[config.mk]
export PLATFORM = sky130hd
export DESIGN_NAME = ne_fp_ffp_norm_mwi27
export DESIGN_NICKNAME = d
export VERILOG_FILES = /design/src/rtl/ne_fp_ffp_norm_mwi27_pkg.sv /design/src/rtl/ne_fp_lsc.sv /design/src/rtl/ne_fp_ffp_norm_mwi27.sv
export SDC_FILE = /design/constraint.sdc
export NUM_CORES = 1
export LEC_CHECK = 0
export CELL_PAD_IN_SITES_DETAIL_PLACEMENT = 1
export CELL_PAD_IN_SITES_GLOBAL_PLACEMENT = 1
export CORE_UTILIZATION = 25
export DETAILED_ROUTE_END_ITERATION = 7
export PLACE_DENSITY_LB_ADDON = 0.1
export SYNTH_ARGS = -nofsm -noshare
export SYNTH_HDL_FRONTEND = slang
export SYNTH_HIERARCHICAL = 1
export SYNTH_SLANG_ARGS = --single-unit
export TNS_END_PERCENT = 30
[constraint.sdc]
create_clock -name clk -period 12.3 [get_ports clk]
set_input_delay 3.075 -clock clk [delete_from_list [all_inputs] [get_ports clk]]
set_output_delay 3.075 -clock clk [all_outputs]
set_load 0.05 [all_outputs]
[src/rtl/ne_fp_ffp_norm_mwi27_pkg.sv]
// Shared constants for the adder-result normalizer.
// Status bit positions, special exponents and mode encodings.
package ne_fp_ffp_norm_mwi27_pkg;

  localparam int ST_NAN  = 2;
  localparam int ST_INF  = 1;
  localparam int ST_ZERO = 0;

  localparam logic [2:0] STAT_NRM  = 3'b000;
  localparam logic [2:0] STAT_NAN  = 3'b100;
  localparam logic [2:0] STAT_INF  = 3'b010;
  localparam logic [2:0] STAT_ZERO = 3'b001;

  localparam logic [9:0] EXP_ZERO = 10'h381;
  localparam logic [9:0] EXP_MAX  = 10'h080;
  localparam int         EXP_MIN  = -126;
  localparam int         EXP_TOP  = 127;

  localparam logic [2:0] MODE_TF32 = 3'b100;
  localparam logic [2:0] MODE_FP8  = 3'b010;
  localparam logic [2:0] MODE_INT8 = 3'b001;

endpackage

[src/rtl/ne_fp_lsc.sv]
// Redundant-sign counter: bits below the MSB equal to it,
// counted down to the first differing bit.
module ne_fp_lsc #(
  parameter int MWI = 27
) (
  input  logic [MWI-1:0] m,
  output logic [4:0]     cnt
);

  logic run;

  always_comb begin
    cnt = '0;
    run = 1'b1;
    for (int i = MWI - 2; i >= 0; i--) begin
      if (run && (m[i] == m[MWI-1])) begin
        cnt = cnt + 5'd1;
      end else begin
        run = 1'b0;
      end
    end
  end

endmodule

[src/rtl/ne_fp_ffp_norm_mwi27.sv]
// Two-stage normalizer: sign-count/shift, then round,
// exponent range check and special-value encode.
module ne_fp_ffp_norm_mwi27
  import ne_fp_ffp_norm_mwi27_pkg::*;
#(
  parameter int EWI       = 10,
  parameter int MWI       = 27,
  parameter int MWO       = 26,
  parameter int BW_STATUS = 3
) (
  input  logic                           clk,
  input  logic                           rst_n,
  input  logic                           in_vld,
  output logic                           in_rdy,
  input  logic [BW_STATUS+EWI+MWI:0]     in_z,
  input  logic [2:0]                     in_mode,
  output logic                           out_vld,
  input  logic                           out_rdy,
  output logic [BW_STATUS+EWI+MWO:0]     out_z,
  output logic [2:0]                     out_mode
);

  localparam int OW = BW_STATUS + 1 + EWI + MWO;

  typedef struct packed {
    logic [BW_STATUS-1:0] st;
    logic                 s;
    logic [EWI:0]         ex;
    logic [MWI-1:0]       sh;
    logic                 mz;
    logic                 byp;
    logic [OW-1:0]        raw;
    logic [2:0]           mode;
  } s1_t;

  logic [MWI-1:0] in_m;
  logic [EWI-1:0] in_e;
  logic [4:0]     cnt;
  s1_t            s1_d, s1_q;
  logic           s1_vld, s2_vld;
  logic           s1_adv, s2_adv;

  assign in_m = in_z[MWI-1:0];
  assign in_e = in_z[MWI+EWI-1:MWI];

  ne_fp_lsc #(.MWI(MWI)) u_lsc (
    .m   (in_m),
    .cnt (cnt)
  );

  always_comb begin
    s1_d      = '0;
    s1_d.st   = in_z[BW_STATUS+EWI+MWI:EWI+MWI+1];
    s1_d.s    = in_z[EWI+MWI];
    s1_d.ex   = {in_e[EWI-1], in_e} - (EWI+1)'(cnt);
    s1_d.sh   = in_m << cnt;
    s1_d.mz   = (in_m == '0);
    s1_d.byp  = |(in_mode & MODE_INT8);
    s1_d.raw  = in_z[OW-1:0];
    s1_d.mode = in_mode;
  end

  logic [MWO-1:0] rm, rnd, mf, msp;
  logic [EWI:0]   ex;
  logic           ovf, lt, gt, n_sp, czero;
  logic           k_nan, k_inf, k_zero, k_ovf;
  logic [OW-1:0]  z_d;

  always_comb begin
    rm    = s1_q.sh[MWI-1:1];
    rnd   = rm + MWO'(s1_q.sh[0] & rm[0]);
    // positive mantissa rounding past its MSB wraps to 0.1000..
    ovf   = ~rm[MWO-1] & rnd[MWO-1];
    mf    = ovf ? {2'b01, {(MWO-2){1'b0}}} : rnd;
    ex    = s1_q.ex + (EWI+1)'(ovf);
    lt    = $signed(ex) < EXP_MIN;
    gt    = $signed(ex) > EXP_TOP;
    msp   = {s1_q.s, s1_q.s, {(MWO-2){1'b0}}};
    n_sp  = ~s1_q.byp & ~s1_q.st[ST_NAN] & ~s1_q.st[ST_INF];
    czero = s1_q.st[ST_ZERO] | s1_q.mz | lt;
    k_nan  = ~s1_q.byp & s1_q.st[ST_NAN];
    k_inf  = ~s1_q.byp & ~s1_q.st[ST_NAN] & s1_q.st[ST_INF];
    k_zero = n_sp & czero;
    k_ovf  = n_sp & ~czero & gt;
    z_d    = {STAT_NRM, mf[MWO-1], ex[EWI-1:0], mf};
    unique case (1'b1)
      s1_q.byp: z_d = s1_q.raw;
      k_nan:    z_d = {STAT_NAN, s1_q.s, EXP_MAX,
                       s1_q.s, s1_q.s, 1'b1, {(MWO-3){1'b0}}};
      k_inf:    z_d = {STAT_INF, s1_q.s, EXP_MAX, msp};
      k_zero:   z_d = {STAT_ZERO, s1_q.s, EXP_ZERO, msp};
      k_ovf:    z_d = {STAT_INF, s1_q.s, EXP_MAX, msp};
      default:  z_d = {STAT_NRM, mf[MWO-1], ex[EWI-1:0], mf};
    endcase
  end

  assign s2_adv  = ~s2_vld | out_rdy;
  assign s1_adv  = ~s1_vld | s2_adv;
  assign in_rdy  = s1_adv;
  assign out_vld = s2_vld;

  always_ff @(posedge clk or negedge rst_n) begin
    if (!rst_n) begin
      s1_vld   <= 1'b0;
      s1_q     <= '0;
      s2_vld   <= 1'b0;
      out_z    <= '0;
      out_mode <= '0;
    end else begin
      if (s1_adv) begin
        s1_vld <= in_vld;
        if (in_vld) s1_q <= s1_d;
      end
      if (s2_adv) begin
        s2_vld <= s1_vld;
        if (s1_vld) begin
          out_z    <= z_d;
          out_mode <= s1_q.mode;
        end
      end
    end
  end

endmodule
### Word-level counts from Yosys, hierarchy flattened

Index checks and enable logic that the tools add are counted.

| word-level totals | value |
|---|---|
| register bits after elaboration | 132 |
| bits in latches | 0 |
| logic and storage cells | 171 |
| memory bits (read-only) | 0 |
| output and inout port bits | 45 |
| input bits | 48 |
| memories kept | 0 |
| memory bits (writable) | 0 |

| operators by class | value |
|---|---|
| reduce and logical (&&, ||, !) cells | 29 |
| shift operators | 1 |
| mux-type cells | 53 |
| magnitude comparators | 2 |
| add/subtract/negate cells | 28 |
| bitwise logic cells | 20 |
| divide/modulo/power cells | 0 |
| multiply operators | 0 |
| equal/unequal tests | 26 |

Operator list:

| cell | count |
|---|---|
| one-hot mux 40 bit (4 select lines) | 1 |
| adder 5 x 1 -> 5 bit (second input constant) | 25 |
| 2-to-1 mux 5 bit | 25 |
| zero test 27 bit | 1 |
| << shifter 27 x 5 -> 27 bit | 1 |
| adder 26 x 1 -> 26 bit | 1 |
| == test 1 bit | 26 |
| 2-to-1 mux 1 bit | 26 |
| 2-to-1 mux 26 bit | 1 |
| logical AND 1 bit | 25 |
| adder 11 x 1 -> 11 bit | 1 |
| > comparator 11 x 8 -> 1 bit (second input constant) | 1 |
| < comparator 11 x 8 -> 1 bit (second input constant) | 1 |
| subtractor 10 x 6 -> 11 bit | 1 |
| AND 1 bit | 9 |
| NOT 1 bit | 7 |
| OR 1 bit | 4 |
| AND reduction 2 bit | 2 |
| OR reduction 2 bit | 1 |

### Depth between registers and ports, before layout

Gate-level depths: netlist (run 1).

| depth | value |
|---|---|
| depth after elaboration | 53 |
| mapped depth | 78 |
| depth with buffers taken out | 73 |

### Hierarchy

The synthesis (run 1) kept the hierarchy.

Modules (own cells, without submodules):

| module | sequential area each (µm²) | cells an instance | instances | area each (µm²) |
|---|---|---|---|---|
| ne_fp_ffp_norm_mwi27 | 3203.1 | 838 | 1 | 7556.0 |
| ne_fp_lsc | 0.0 | 518 | 1 | 3455.8 |

### Worst setup path after synthesis (run 1)

OpenSTA, ideal clock, no wires.

| timing | value |
|---|---|
| kind | input -> register |
| from | in in_z[26] |
| to | reg s1_q[81] (netlist bit) |
| cell stages on the path | 68 |
| setup slack | -2935 ps |
| path buffers | 5 |
| arrival | 15153 ps |
| required time | 12218 ps |
| library setup time | 82 ps |
| path through | buf_6 -> buf_2 -> buf_1 -> clkbuf_1 -> nand2_1 -> a21oi_1 -> o21bai_1 -> ha_1 -> o21ai_0 -> inv_1 -> ha_1 -> nand2_1 -> o21ai_0 -> ha_1 -> mux2i_1 -> nor2_1 -> a21o_1 -> ha_1 -> [32 not listed] -> a211oi_1 -> ha_1 -> a221oi_1 -> o21ai_0 -> ha_1 -> nand2_1 -> o21ai_0 -> and2_1 -> a211oi_2 -> mux2i_1 -> a22oi_2 -> xnor2_1 -> clkbuf_1 -> inv_1 -> ha_1 -> or4_1 -> or4_1 -> a31oi_1 |

| on the way | value |
|---|---|
| longest elaborated chain between the ends | 53 |
| elaborated cells on any way between the ends | 128 |
| those cells by class | add/sub: 26; eq/ne: 26; mux: 51; reduce/logical: 25 |

RTL lines:

| element | line | source |
|---|---|---|
| start: declaration | ne_fp_ffp_norm_mwi27.sv:15 | `input logic [BW_STATUS+EWI+MWI:0] in_z,` |
| == test 1 bit | ne_fp_lsc.sv:16 | `if (run && (m[i] == m[MWI-1])) begin` |
| 2-to-1 mux 1 bit | ne_fp_lsc.sv:16 |  |
| adder 5 x 1 -> 5 bit or logical AND 1 bit (tied branches) | ne_fp_lsc.sv:17, ne_fp_lsc.sv:16 |  |
| 2-to-1 mux 5 bit or 2-to-1 mux 1 bit (tied branches) | ne_fp_lsc.sv:16 |  |
| adder 5 x 1 -> 5 bit or logical AND 1 bit (tied branches) | ne_fp_lsc.sv:17, ne_fp_lsc.sv:16 |  |
| 2-to-1 mux 5 bit or 2-to-1 mux 1 bit (tied branches) | ne_fp_lsc.sv:16 |  |
| adder 5 x 1 -> 5 bit or logical AND 1 bit (tied branches) | ne_fp_lsc.sv:17, ne_fp_lsc.sv:16 |  |
| 2-to-1 mux 5 bit or 2-to-1 mux 1 bit (tied branches) | ne_fp_lsc.sv:16 |  |
| [38 not listed] | -- |  |
| adder 5 x 1 -> 5 bit or logical AND 1 bit (tied branches) | ne_fp_lsc.sv:17, ne_fp_lsc.sv:16 |  |
| 2-to-1 mux 5 bit or 2-to-1 mux 1 bit (tied branches) | ne_fp_lsc.sv:16 |  |
| adder 5 x 1 -> 5 bit or logical AND 1 bit (tied branches) | ne_fp_lsc.sv:17, ne_fp_lsc.sv:16 |  |
| 2-to-1 mux 5 bit or 2-to-1 mux 1 bit (tied branches) | ne_fp_lsc.sv:16 |  |
| adder 5 x 1 -> 5 bit or logical AND 1 bit (tied branches) | ne_fp_lsc.sv:17, ne_fp_lsc.sv:16 |  |
| 2-to-1 mux 5 bit (*) | ne_fp_lsc.sv:16 |  |
| net cnt[4] | ne_fp_ffp_norm_mwi27.sv:38 | `logic [4:0] cnt;` |
| subtractor 10 x 6 -> 11 bit (*) | ne_fp_ffp_norm_mwi27.sv:55 | `s1_d.ex = {in_e[EWI-1], in_e} - (EWI+1)'(cnt);` |
| end signal: assignment | ne_fp_ffp_norm_mwi27.sv:105 | `s1_q <= '0;` |
| end signal: assignment | ne_fp_ffp_norm_mwi27.sv:112 | `if (in_vld) s1_q <= s1_d;` |
| end: declaration | ne_fp_ffp_norm_mwi27.sv:39 | `s1_t s1_d, s1_q;` |

Mark *: on every way through the listed nets, which the timed path passes. The rest lies on a longest branch.
A chain may end at the register's enable or synchronous reset.

### Worst setup path after layout (run 1)

Same ends and word-level chain as after synthesis.

==> results.md, run 1 <==
- CP startpoint kind: primary input
- GP Congestion: 0.8195
- Clock buffer depth: 2
- Core area: 0.04327 sq mm
- Ys flop type: dfrtp_1
- Synth warn: 6
- Max Clock Skew: 0.006816 ns
- Detailed-route via count: ~11000
- Setup ws final: -1.582 ns
- Setup violations, final: 37
- Final antenna-violating net count: 0
- Area of the multi-input gates: 0.007948 sq mm
- Final instance area: 0.01519 sq mm
- Nets@finish: 1676
- Clock latency on the worst-skew pair: ~0.44 ns
- Worst setup startpoint: in_z[26]
- Vias per inst: 4.995
- FF+latch count, synth: 128
- Register area: around 0.0032 sq mm
- DRT Pass-1 Iters: 5
- VDD IR max: 0.09640 mV
- R2R Setup Slk: 7.38 ns
- Detailed Route WL: 41750 um
- Synthesized Nets: 1436
- Largest net degree at the start of global routing: 76
- Root buf cell: clkbuf_16
- TritonCTS buffer count: 17
- IO Pins: 93
- Netlist Area Pre-Place: 0.01101 sq mm
- Slew headroom: 0.3868
- Placement Cell Area: 0.01369 sq mm
- Worst setup EP type: flip-flop
- Crit path kind: primary input to flip-flop
- Period utilization: 1.129
- Clock-pin slew on the worst setup and hold paths: approximately 0.06 ns
- Reg-to-Reg End: out_z[14]
- WL per Instance: about 19 um
- Initial antenna violation count: 0
- P_leak: 6.308 nW
- Width of the die: 211.9 um
- Seq/Total Area, Yosys: 0.2909
- Global-route wire length before repair: 66710 um
- Ys async rst share: 1.000
- Maximum clock frequency: 72.04 MHz
- Final Hold Vio Count: 0
- Syn Area/Cell: 8.121 sq um
- Die area: between 0.04 and 0.05 sq mm
- CTS Hold Bufs: 0
- Initial DRC count: 617
- Critical path endpoint: s1_q[81]
- Cells after Synth: 1356
- Crit Path Max Fanout: 4
- H-tree depth: 4
- Share of layout cells above drive strength 1: 0.2654
- Slew Viols, Final: 0
- Fin crit period: 13.88 ns
- # rows: 76
- Library cells used by synthesis: 101
- RSZ-0062 raised after global routing: yes
- Post-detail-place hpwl: between 30000 and 40000 um
- Buffers on Ports: 92
- Layout Area Growth over Synthesis: 37.98%
- Vias in the first global route: 11561
- CP max stage delay: 0.42 ns
- Max_cap viols: 0
- PD cells: about 120 mW/mm^2
- Violated checks: negative setup slack
- GRT overflow: 0
- FF-to-FF Start: rm[2]
- Worst min-delay path class: flip-flop to flip-flop
- Antenna cells: 0
- Die extent in y: 211.9 um
- Worst Path Arrival: around 14 ns
- Tot GR Track Use: 0.1906
- Min-delay src: s1_q[1]
- Slowest cell on the critical path: or4_4
- Worst-Margin Slew: 0.9197 ns
- Starting Density: 0.2545
- Worst reg2reg path depth: 12
- Run status: finished, violations left
- EDFF count, synth: 0
- CTS tree: built
- Clock Sinks: 128
- Critical path required time: 12.65 ns
- CP dominant cell by count: ha_1
- Fill cells: a little over 5000
- Hold slack: between 0.4 and 0.5 ns
- DRC viols: 0
[where the power goes]
| group | internal [mW] | switching [mW] |
|---|---|---|
| clock network | 0.359 | 0.195 |
| registers | 0.497 | 0.0747 |
| logic | 0.285 | 0.404 |
[worst max-delay path, delay by kind of cell]
family	cells	cell delay, ns
adders and majority gates	12	2.88
and+or+nand+nor	20	2.82
muxes	9	1.63
AOI/OAI and AO/OA	20	2.97
xor gates and xnor gates	1	0.19
buffers and inverters	6	0.65
[how the worst min path moves through the flow]
stage / cells after the start / endpoint / slack, ns
floorplan: 2 / s1_q[4] / 0.44
global placement: 2 / out_mode[1] / 0.45
detailed placement: 2 / s1_q[4] / 0.46
CTS: 2 / out_mode[1] / 0.47
global route: 2 / s1_q[4] / 0.48
finish: 2 / out_mode[1] / 0.47
[synthesized netlist by cell type (18+ instances only)]
master	n	share of area
a21oi_1	78	0.035
xnor2_1	50	0.040
and2_1	18	0.010
clkbuf_1	58	0.020
nor2_1	106	0.036
nor3_1	29	0.013
mux2i_1	30	0.027
o31ai_1	25	0.017
o21ai_0	63	0.029
nand2_1	280	0.095
inv_1	26	0.0089
ha_1	31	0.035
mux4_2	23	0.047
nand3_1	37	0.017
o21a_1	29	0.020
dfrtp_1	128	0.29
xor2_1	29	0.023
[cell usage in the layout (no fill, tap or decap), types with 13 or more instances in the layout]
| cell | instances |
|---|---|
| o21a_1 | 28 |
| mux2i_1 | 27 |
| nand3_1 | 35 |
| xnor2_1 | 47 |
| clkdlybuf4s50_1 | 86 |
| a21oi_1 | 69 |
| nor3_1 | 29 |
| nor4_1 | 14 |
| o21ai_0 | 38 |
| buf_4 | 195 |
| mux4_2 | 23 |
| o31ai_1 | 23 |
| clkbuf_16 | 17 |
| nand2_1 | 269 |
| nand4_1 | 13 |
| ha_1 | 21 |
| inv_1 | 21 |
| and3_1 | 16 |
| o21ai_1 | 24 |
| dfrtp_1 | 128 |
| xor2_1 | 27 |
| nor2_1 | 100 |
| nand2b_1 | 16 |
| and2_1 | 16 |
[cell type report]
cell class,count,share of cell area
Sequential cell,128,0.2108
Tap cell,585,0.04817
Multi-Input combinational cell,1120,0.5231
Clock inverter,10,0.01029
Clock buffer,22,0.03187
Inverter,29,0.007493
Timing Repair Buffer,300,0.1683
[sequential cells by signal, summed over array words and instances, names as in the netlist]
signal and flops:
s1_q 57, s1_vld 1, rm 26, out_z 40, out_vld 1, out_mode 3
[layer usage]
| metal | share of wire | track usage |
|---|---|---|
| met3 | 0.015 | 0.01839 |
| met2 | 0.48 | 0.3230 |
| met5 | 0 | 0 |
| met1 | 0.49 | 0.2588 |
| met4 | 0.014 | 0.04723 |
[metrics by stage]
step / setup TNS [ns] / worst slack, ns / power [mW] / util / instances
floorplan: -41.99 / -1.842 / 0.9613 / - / 1356
global placement: -66.42 / -2.272 / 1.218 / 0.3163 / 2118
detailed placement: -80.58 / -2.702 / 1.226 / 0.3163 / 2118
CTS: -34.80 / -1.567 / 1.820 / 0.3427 / 2183
global route: -62.33 / -2.220 / 1.914 / 0.3512 / 2194
finish: -38.33 / -1.582 / 1.814 / 0.3512 / 2194
[kinds of logic (layout without fill, tap and decap cells)]
logic type,count (synthesis),after routing,synth area share
flops,128,128,0.2909
compound gates,330,330,0.2065
xor+xnor,88,88,0.07669
fa+ha+maj,35,35,0.03977
mux,66,66,0.08783
buf+inv,108,361,0.03988
simple gates,601,601,0.2585
[what timing repair did]
action	4_1_cts	5_1_grt
setup endpoints to repair	37	37
setup buffers	33	12
pin swaps	38	41
resized for setup	80	64
Power figures use the tool's default switching activity.
==> inputs of run 2 (changes only) <==
--- a/config.mk
+++ b/config.mk
@@ -8,6 +8,7 @@
 export CELL_PAD_IN_SITES_DETAIL_PLACEMENT = 1
 export CELL_PAD_IN_SITES_GLOBAL_PLACEMENT = 1
 export CORE_UTILIZATION = 25
+export CTS_CLUSTER_DIAMETER = 50
 export DETAILED_ROUTE_END_ITERATION = 7
 export PLACE_DENSITY_LB_ADDON = 0.1
 export SYNTH_ARGS = -nofsm -noshare
==> results of run 2 <==
Final layout, timing and power as in run 1 (identical DEF).
